==> config.mk <==
export PLATFORM = sky130hd
export DESIGN_NAME = idma_desc64_mc_apb_frontend
export DESIGN_NICKNAME = d
export VERILOG_FILES = /design/src/rtl/idma_desc64_mc_apb_frontend.sv
export SDC_FILE = /design/constraint.sdc
export NUM_CORES = 1
export LEC_CHECK = 0
export ABC_CLOCK_PERIOD_IN_PS = 7700
export CAP_MARGIN = 25
export CORE_MARGIN = 5
export CORE_UTILIZATION = 60
export CTS_CLUSTER_SIZE = 28
export DETAILED_ROUTE_END_ITERATION = 8
export PLACE_DENSITY_LB_ADDON = 0.2
export SLEW_MARGIN = 10
export SYNTH_ARGS = -nofsm -noshare
export SYNTH_HDL_FRONTEND = slang
export SYNTH_SLANG_ARGS = --single-unit
==> constraint.sdc <==
create_clock -name clk_i -period 7.7 [get_ports clk_i]
set_input_delay 2.31 -clock clk_i [delete_from_list [all_inputs] [get_ports clk_i]]
set_output_delay 2.31 -clock clk_i [all_outputs]
set_load 0.05 [all_outputs]
==> src/rtl/idma_desc64_mc_apb_frontend.sv <==
// Multi-channel APB front end for the desc64 descriptor path.
// Each channel has a LO staging register and a HI commit register. A HI write
// pushes the 64-bit descriptor address into that channel's FIFO. A HI write to
// a full FIFO is held with APB wait states, and an optional timeout can end it
// with an error.
module idma_desc64_mc_apb_frontend #(
    parameter int unsigned NumChannels  = 2,
    parameter int unsigned FifoDepth    = 4,
    parameter int unsigned StallTimeout = 0,
    parameter int unsigned AddrWidth    = 12
) (
    input  logic                             clk_i,
    input  logic                             rst_ni,
    input  logic                             apb_psel_i,
    input  logic                             apb_penable_i,
    input  logic                             apb_pwrite_i,
    input  logic [AddrWidth-1:0]             apb_paddr_i,
    input  logic [31:0]                      apb_pwdata_i,
    input  logic [3:0]                       apb_pstrb_i,
    output logic                             apb_pready_o,
    output logic [31:0]                      apb_prdata_o,
    output logic                             apb_pslverr_o,
    output logic [NumChannels-1:0][63:0]     desc_addr_o,
    output logic [NumChannels-1:0]           desc_valid_o,
    input  logic [NumChannels-1:0]           desc_ready_i,
    input  logic [NumChannels-1:0]           busy_i
);

    localparam int unsigned CntW = (StallTimeout > 0) ? $clog2(StallTimeout + 1) : 1;
    localparam int unsigned PtrW = (FifoDepth > 1) ? $clog2(FifoDepth) : 1;
    localparam int unsigned ChW  = AddrWidth - 5;

    typedef logic [CntW-1:0] cnt_t;
    localparam cnt_t CntLimit = cnt_t'(StallTimeout);

    // Advance a FIFO pointer, wrapping modulo FifoDepth
    function automatic logic [PtrW-1:0] ptr_inc(input logic [PtrW-1:0] p);
        return (p == PtrW'(FifoDepth - 1)) ? '0 : p + 1'b1;
    endfunction

    logic                 access;
    logic [ChW-1:0]       ch_addr;
    logic [4:0]           offset;
    logic [NumChannels-1:0] ch_sel;
    logic                 ch_ok;
    logic                 is_lo, is_hi, is_st;
    logic                 acc_err;

    logic                 push_req, lo_wr;
    logic [NumChannels-1:0] push_vec, lo_we, pop;
    logic [NumChannels-1:0] fifo_full, fifo_empty;

    logic [NumChannels-1:0][31:0] lo_w, hi_w;
    logic [NumChannels-1:0][7:0]  level_w;

    logic                 sel_full, sel_empty, sel_ready, sel_busy;
    logic [31:0]          sel_lo, sel_hi;
    logic [7:0]           sel_level;
    logic [31:0]          sel_status;

    cnt_t                 wait_cnt_q, wait_cnt_d;

    // Address decode; output gating by rst_ni keeps the bus quiet during reset
    assign access  = apb_psel_i & apb_penable_i & rst_ni;
    assign ch_addr = apb_paddr_i[AddrWidth-1:5];
    assign offset  = apb_paddr_i[4:0];
    assign is_lo   = (offset == 5'h00);
    assign is_hi   = (offset == 5'h04);
    assign is_st   = (offset == 5'h08);
    assign ch_ok   = |ch_sel;
    assign acc_err = ~ch_ok
                   | (apb_paddr_i[1:0] != 2'b00)
                   | ~(is_lo | is_hi | is_st)
                   | (apb_pwrite_i & is_st)
                   | (apb_pwrite_i & (is_lo | is_hi) & (apb_pstrb_i != 4'hF));

    // One-hot channel select and the selected channel's state
    always_comb begin
        ch_sel    = '0;
        sel_full  = 1'b0;
        sel_empty = 1'b0;
        sel_ready = 1'b0;
        sel_busy  = 1'b0;
        sel_lo    = '0;
        sel_hi    = '0;
        sel_level = '0;
        for (int c = 0; c < NumChannels; c++) begin
            ch_sel[c] = (ch_addr == ChW'(c));
            if (ch_sel[c]) begin
                sel_full  = fifo_full[c];
                sel_empty = fifo_empty[c];
                sel_ready = desc_ready_i[c];
                sel_busy  = busy_i[c];
                sel_lo    = lo_w[c];
                sel_hi    = hi_w[c];
                sel_level = level_w[c];
            end
        end
    end

    assign sel_status = {15'b0, sel_busy, 6'b0, sel_empty, sel_full, sel_level};

    // APB access handling: completion, error, read mux, commit and stall counting
    always_comb begin
        apb_pready_o  = 1'b0;
        apb_pslverr_o = 1'b0;
        apb_prdata_o  = '0;
        push_req      = 1'b0;
        lo_wr         = 1'b0;
        wait_cnt_d    = '0;
        if (access) begin
            if (acc_err) begin
                apb_pready_o  = 1'b1;
                apb_pslverr_o = 1'b1;
            end else if (!apb_pwrite_i) begin
                apb_pready_o = 1'b1;
                apb_prdata_o = is_lo ? sel_lo : (is_hi ? sel_hi : sel_status);
            end else if (is_lo) begin
                apb_pready_o = 1'b1;
                lo_wr        = 1'b1;
            end else if (!sel_full || sel_ready) begin
                // A same-cycle pop frees the slot the push needs
                apb_pready_o = 1'b1;
                push_req     = 1'b1;
            end else if ((StallTimeout != 0) && (wait_cnt_q == CntLimit)) begin
                apb_pready_o  = 1'b1;
                apb_pslverr_o = 1'b1;
            end else begin
                wait_cnt_d = wait_cnt_q + 1'b1;
            end
        end
    end

    assign push_vec = {NumChannels{push_req}} & ch_sel;
    assign lo_we    = {NumChannels{lo_wr}} & ch_sel;

    // Wait-state counter; anything other than a continuing stall clears it
    always_ff @(posedge clk_i) begin
        if (!rst_ni) begin
            wait_cnt_q <= '0;
        end else begin
            wait_cnt_q <= wait_cnt_d;
        end
    end

    for (genvar gi = 0; gi < NumChannels; gi++) begin : g_ch
        logic [63:0]     mem_q [FifoDepth];
        logic [PtrW-1:0] wr_ptr_q, rd_ptr_q;
        logic [7:0]      level_q;
        logic [31:0]     lo_q, hi_q;

        assign fifo_empty[gi] = (level_q == 8'd0);
        assign fifo_full[gi]  = (level_q == 8'(FifoDepth));
        assign pop[gi]        = ~fifo_empty[gi] & desc_ready_i[gi];

        assign desc_valid_o[gi] = ~fifo_empty[gi];
        assign desc_addr_o[gi]  = fifo_empty[gi] ? 64'd0 : mem_q[rd_ptr_q];

        assign lo_w[gi]    = lo_q;
        assign hi_w[gi]    = hi_q;
        assign level_w[gi] = level_q;

        // FIFO storage; contents are only visible while the level is non-zero
        always_ff @(posedge clk_i) begin
            if (push_vec[gi]) begin
                mem_q[wr_ptr_q] <= {apb_pwdata_i, lo_q};
            end
        end

        // FIFO pointers and fill level
        always_ff @(posedge clk_i) begin
            if (!rst_ni) begin
                wr_ptr_q <= '0;
                rd_ptr_q <= '0;
                level_q  <= '0;
            end else begin
                if (push_vec[gi]) wr_ptr_q <= ptr_inc(wr_ptr_q);
                if (pop[gi])      rd_ptr_q <= ptr_inc(rd_ptr_q);
                case ({push_vec[gi], pop[gi]})
                    2'b10:   level_q <= level_q + 8'd1;
                    2'b01:   level_q <= level_q - 8'd1;
                    default: level_q <= level_q;
                endcase
            end
        end

        // LO staging and last-committed HI word
        always_ff @(posedge clk_i) begin
            if (!rst_ni) begin
                lo_q <= '0;
                hi_q <= '0;
            end else begin
                if (lo_we[gi])    lo_q <= apb_pwdata_i;
                if (push_vec[gi]) hi_q <= apb_pwdata_i;
            end
        end
    end

endmodule
==> summary.txt <==
Status
  – Status: finished, final reports clean

Clock tree
  – Htree depth: 3
  – Clk sink count: 668
  – CTS tree: built
  – Clock Latency Late Sink: around 0.58 ns
  – Post-CTS Setup Inserts: 0
  – Clk buf depth: 3
  – Reg clk slew, reported paths: ~0.06 ns
  – Hold Buf Count CTS: 0
  – Num CTS Buffers: 66
  – Post-CTS Resized: 0
  – CTS root buffer: clkbuf_16

Critical path
  – Req. time, crit path: 5.39 ns
  – Kind of critical path: primary input to primary output
  – Critical Path Start: apb_paddr_i[1]
  – Worst R2R Start: g_ch[0].level_q[3]
  – CP max FO: 38
  – CP Launch Type: primary input
  – Kind of end point of the critical path: primary output
  – Arrival time at the worst endpoint: ~4.8 ns

Route
  – Wire length per cell: between 20 and 30 µm
  – Pre-Repair DR Iteration Count: 5
  – Via density: ~6.2
  – Total number of vias: roughly 16000
  – DRC viols: 0
  – Final ANT Viol Nets: 0
  – Initial drt markers: between 1000 and 1500
  – Post-Route WL: ~67000 µm

Global route
  – Largest net degree at the start of global routing: approximately 110
  – Gr ovfl total: 0
  – Total track usage: 26.7%
  – Initial antenna violation count: 1
  – Vias in the first global route: around 17000
  – First-pass GRT wire length: about 100000 µm

Floorplan
  – Num ports: roughly 220
  – Die H: about 220 µm
  – Die Footprint: around 50000 µm²
  – Initial Util: between 60% and 70%
  – CORE AREA: 45400 µm²
  – DIE WIDTH: between 200 and 250 µm
  – Row count: between 70 and 80

Logic synthesis
  – Synth Cell Area: 27500 µm²
  – Synth area leader: edfxtp_1
  – Syn nets: 1816
  – Synth Instances: 1743
  – Synth cell count leaders: edfxtp_1 (512), nand2_1 (255), dfxtp_1 (156)
  – Synth warnings: 0
  – Post-synth top flop: edfxtp_1
  – Synthesized area per cell: about 16 µm²
  – Top-area cell type share of the netlist area: 55.9%
  – Most frequent cell after synthesis: edfxtp_1
  – Post-synthesis register bit count: around 670
  – Seq/Total Area, Yosys: between 60% and 70%
  – Async SR Flop Fraction: 0%
  – Number of synthesized flops with an enable pin: slightly above 500
  – Top post-synthesis cells by area: edfxtp_1 (56%), mux4_2 (13%), dfxtp_1 (11%), nand2_1 (3.5%), and2_1 (3.3%)
  – Cell variety after synth: 59

Power
  – Power density cells: 219 nW/µm²
  – Leak Pwr: between 10 and 15 nW
  – Maximum VDD drop: roughly 0.19 mV

STA
  – Clock Skew: approximately 0.021 ns
  – Final Max Tran Viols: 0
  – Final setup vio count: 0
  – Relative slew slack: 29.8%
  – Final Hold Fails: 0
  – Worst hold slack: between 0.4 and 0.5 ns
  – Tmin final: ~7.1 ns
  – Unrepaired setup endpoints after global routing: false
  – Tightest Pin Transition: 1.05 ns
  – Final period util: 92.8%
  – Setup TNS: 0 ns
  – Max Clk Rate: 140 MHz

Min path
  – Hold wc startpoint: g_ch[1].hi_q[13]
  – Hold crit path type: register to register

Cells and area
  – P&R area growth vs syn: 18.9%
  – Final Util: between 70% and 80%
  – Layout net count: 2016
  – Share of layout cells above drive strength 1: about 18%
  – Fillcell total: 2853

Placed design
  – Detailed Place HPWL: between 30000 and 40000 µm
  – PortBufs: between 200 and 250
  – Placer congestion estimate: slightly below 0.9

Flow run
  – Max Cap Violations: 0
-- area by class of cell --
type / count / area (µm²) / area share (%)
antenna: 1 / 2.50 / 0.00765
tap: 600 / 751 / 2.30
clock buffer: 90 / 1800 / 5.52
timing repair buffer: 255 / 2810 / 8.59
clock inverter: 28 / 318 / 0.972
sequential: 668 / 18500 / 56.6
inverter: 17 / 63.8 / 0.195
multi-input combinational: 935 / 8440 / 25.8
-- worst paths after layout --
kind                                            to  slack, ns  cells after the start
worst min-delay path              g_ch[1].hi_q[13]       0.46                      2
worst max register to register  g_ch[0].level_q[4]       2.99                     12
worst max-delay path                  apb_pready_o       0.55                      8
worst min register to register    g_ch[1].hi_q[13]       0.46                      2
-- stage by stage --
stage	total power [mW]	area, µm²	setup slack (ns)	cells
4_1_cts	7.20	32700	0.570	2592
6_report	7.17	32700	0.554	2594
3_3_place_gp	4.07	30400	0.619	2468
2_1_floorplan	3.99	27500	0.695	1743
3_5_place_dp	4.07	30600	0.575	2474
5_1_grt	7.37	32700	0.446	2594
-- worst max-delay path: stages --
cell and delay, ns:
clkdlybuf4s50_1 0.43, nor4_2 0.39, buf_12 0.28, nor2b_2 0.60, buf_4 0.29, nor3_1 0.07, a21oi_1 0.28, buf_12 0.18
-- cells in the final DEF (no fill, tap or decap), drive strengths merged, types with 12 or more instances in the layout --
cell type,n
a21boi,69
a21oi,19
dfxtp,156
mux2i,85
mux4,155
mux2,13
clkdlybuf4s50,184
edfxtp,512
inv,18
clkinv,20
clkbuf,90
ha,16
buf,71
and3,23
nor2,12
and2,145
nand4,12
nand2,255
-- routing by layer --
metal,GRT usage [%],part of all wire (%)
met4,7.09,2.1
met2,43.1,49
met1,37.8,40
met3,5.54,9.2
met5,0,0
-- sequential cells by signal, indices dropped and copies added, names as in the netlist, named ones only --
| register | count |
|---|---|
| g_ch.hi_q | 64 |
| g_ch.level_q | 16 |
| g_ch.lo_q | 64 |
| g_ch.mem_q | 512 |
| g_ch.rd_ptr_q | 4 |
| g_ch.wr_ptr_q | 4 |
-- cell families (layout without fill, tap and decap cells) --
logic type / Yosys count / in the layout / synth area share, %
flops: 668 / 668 / 67.2
simple gates: 521 / 521 / 9.67
mux: 253 / 253 / 16.3
buf+inv: 140 / 390 / 2.28
compound gates: 134 / 134 / 3.42
fa+ha+maj: 16 / 16 / 0.728
xor+xnor: 11 / 11 / 0.350
other cells: 0 / 1 / 0
-- power breakdown --
| part | switching, mW | internal, mW | total (mW) | leakage, nW |
|---|---|---|---|---|
| logic | 0.0936 | 0.0538 | 0.147 | 3.62 |
| clock network | 1.29 | 1.88 | 3.17 | 1.03 |
| registers | 0.000468 | 3.85 | 3.85 | 5.63 |
| total | 1.39 | 5.78 | 7.17 | 10.3 |
Power figures use the tool's default switching activity.
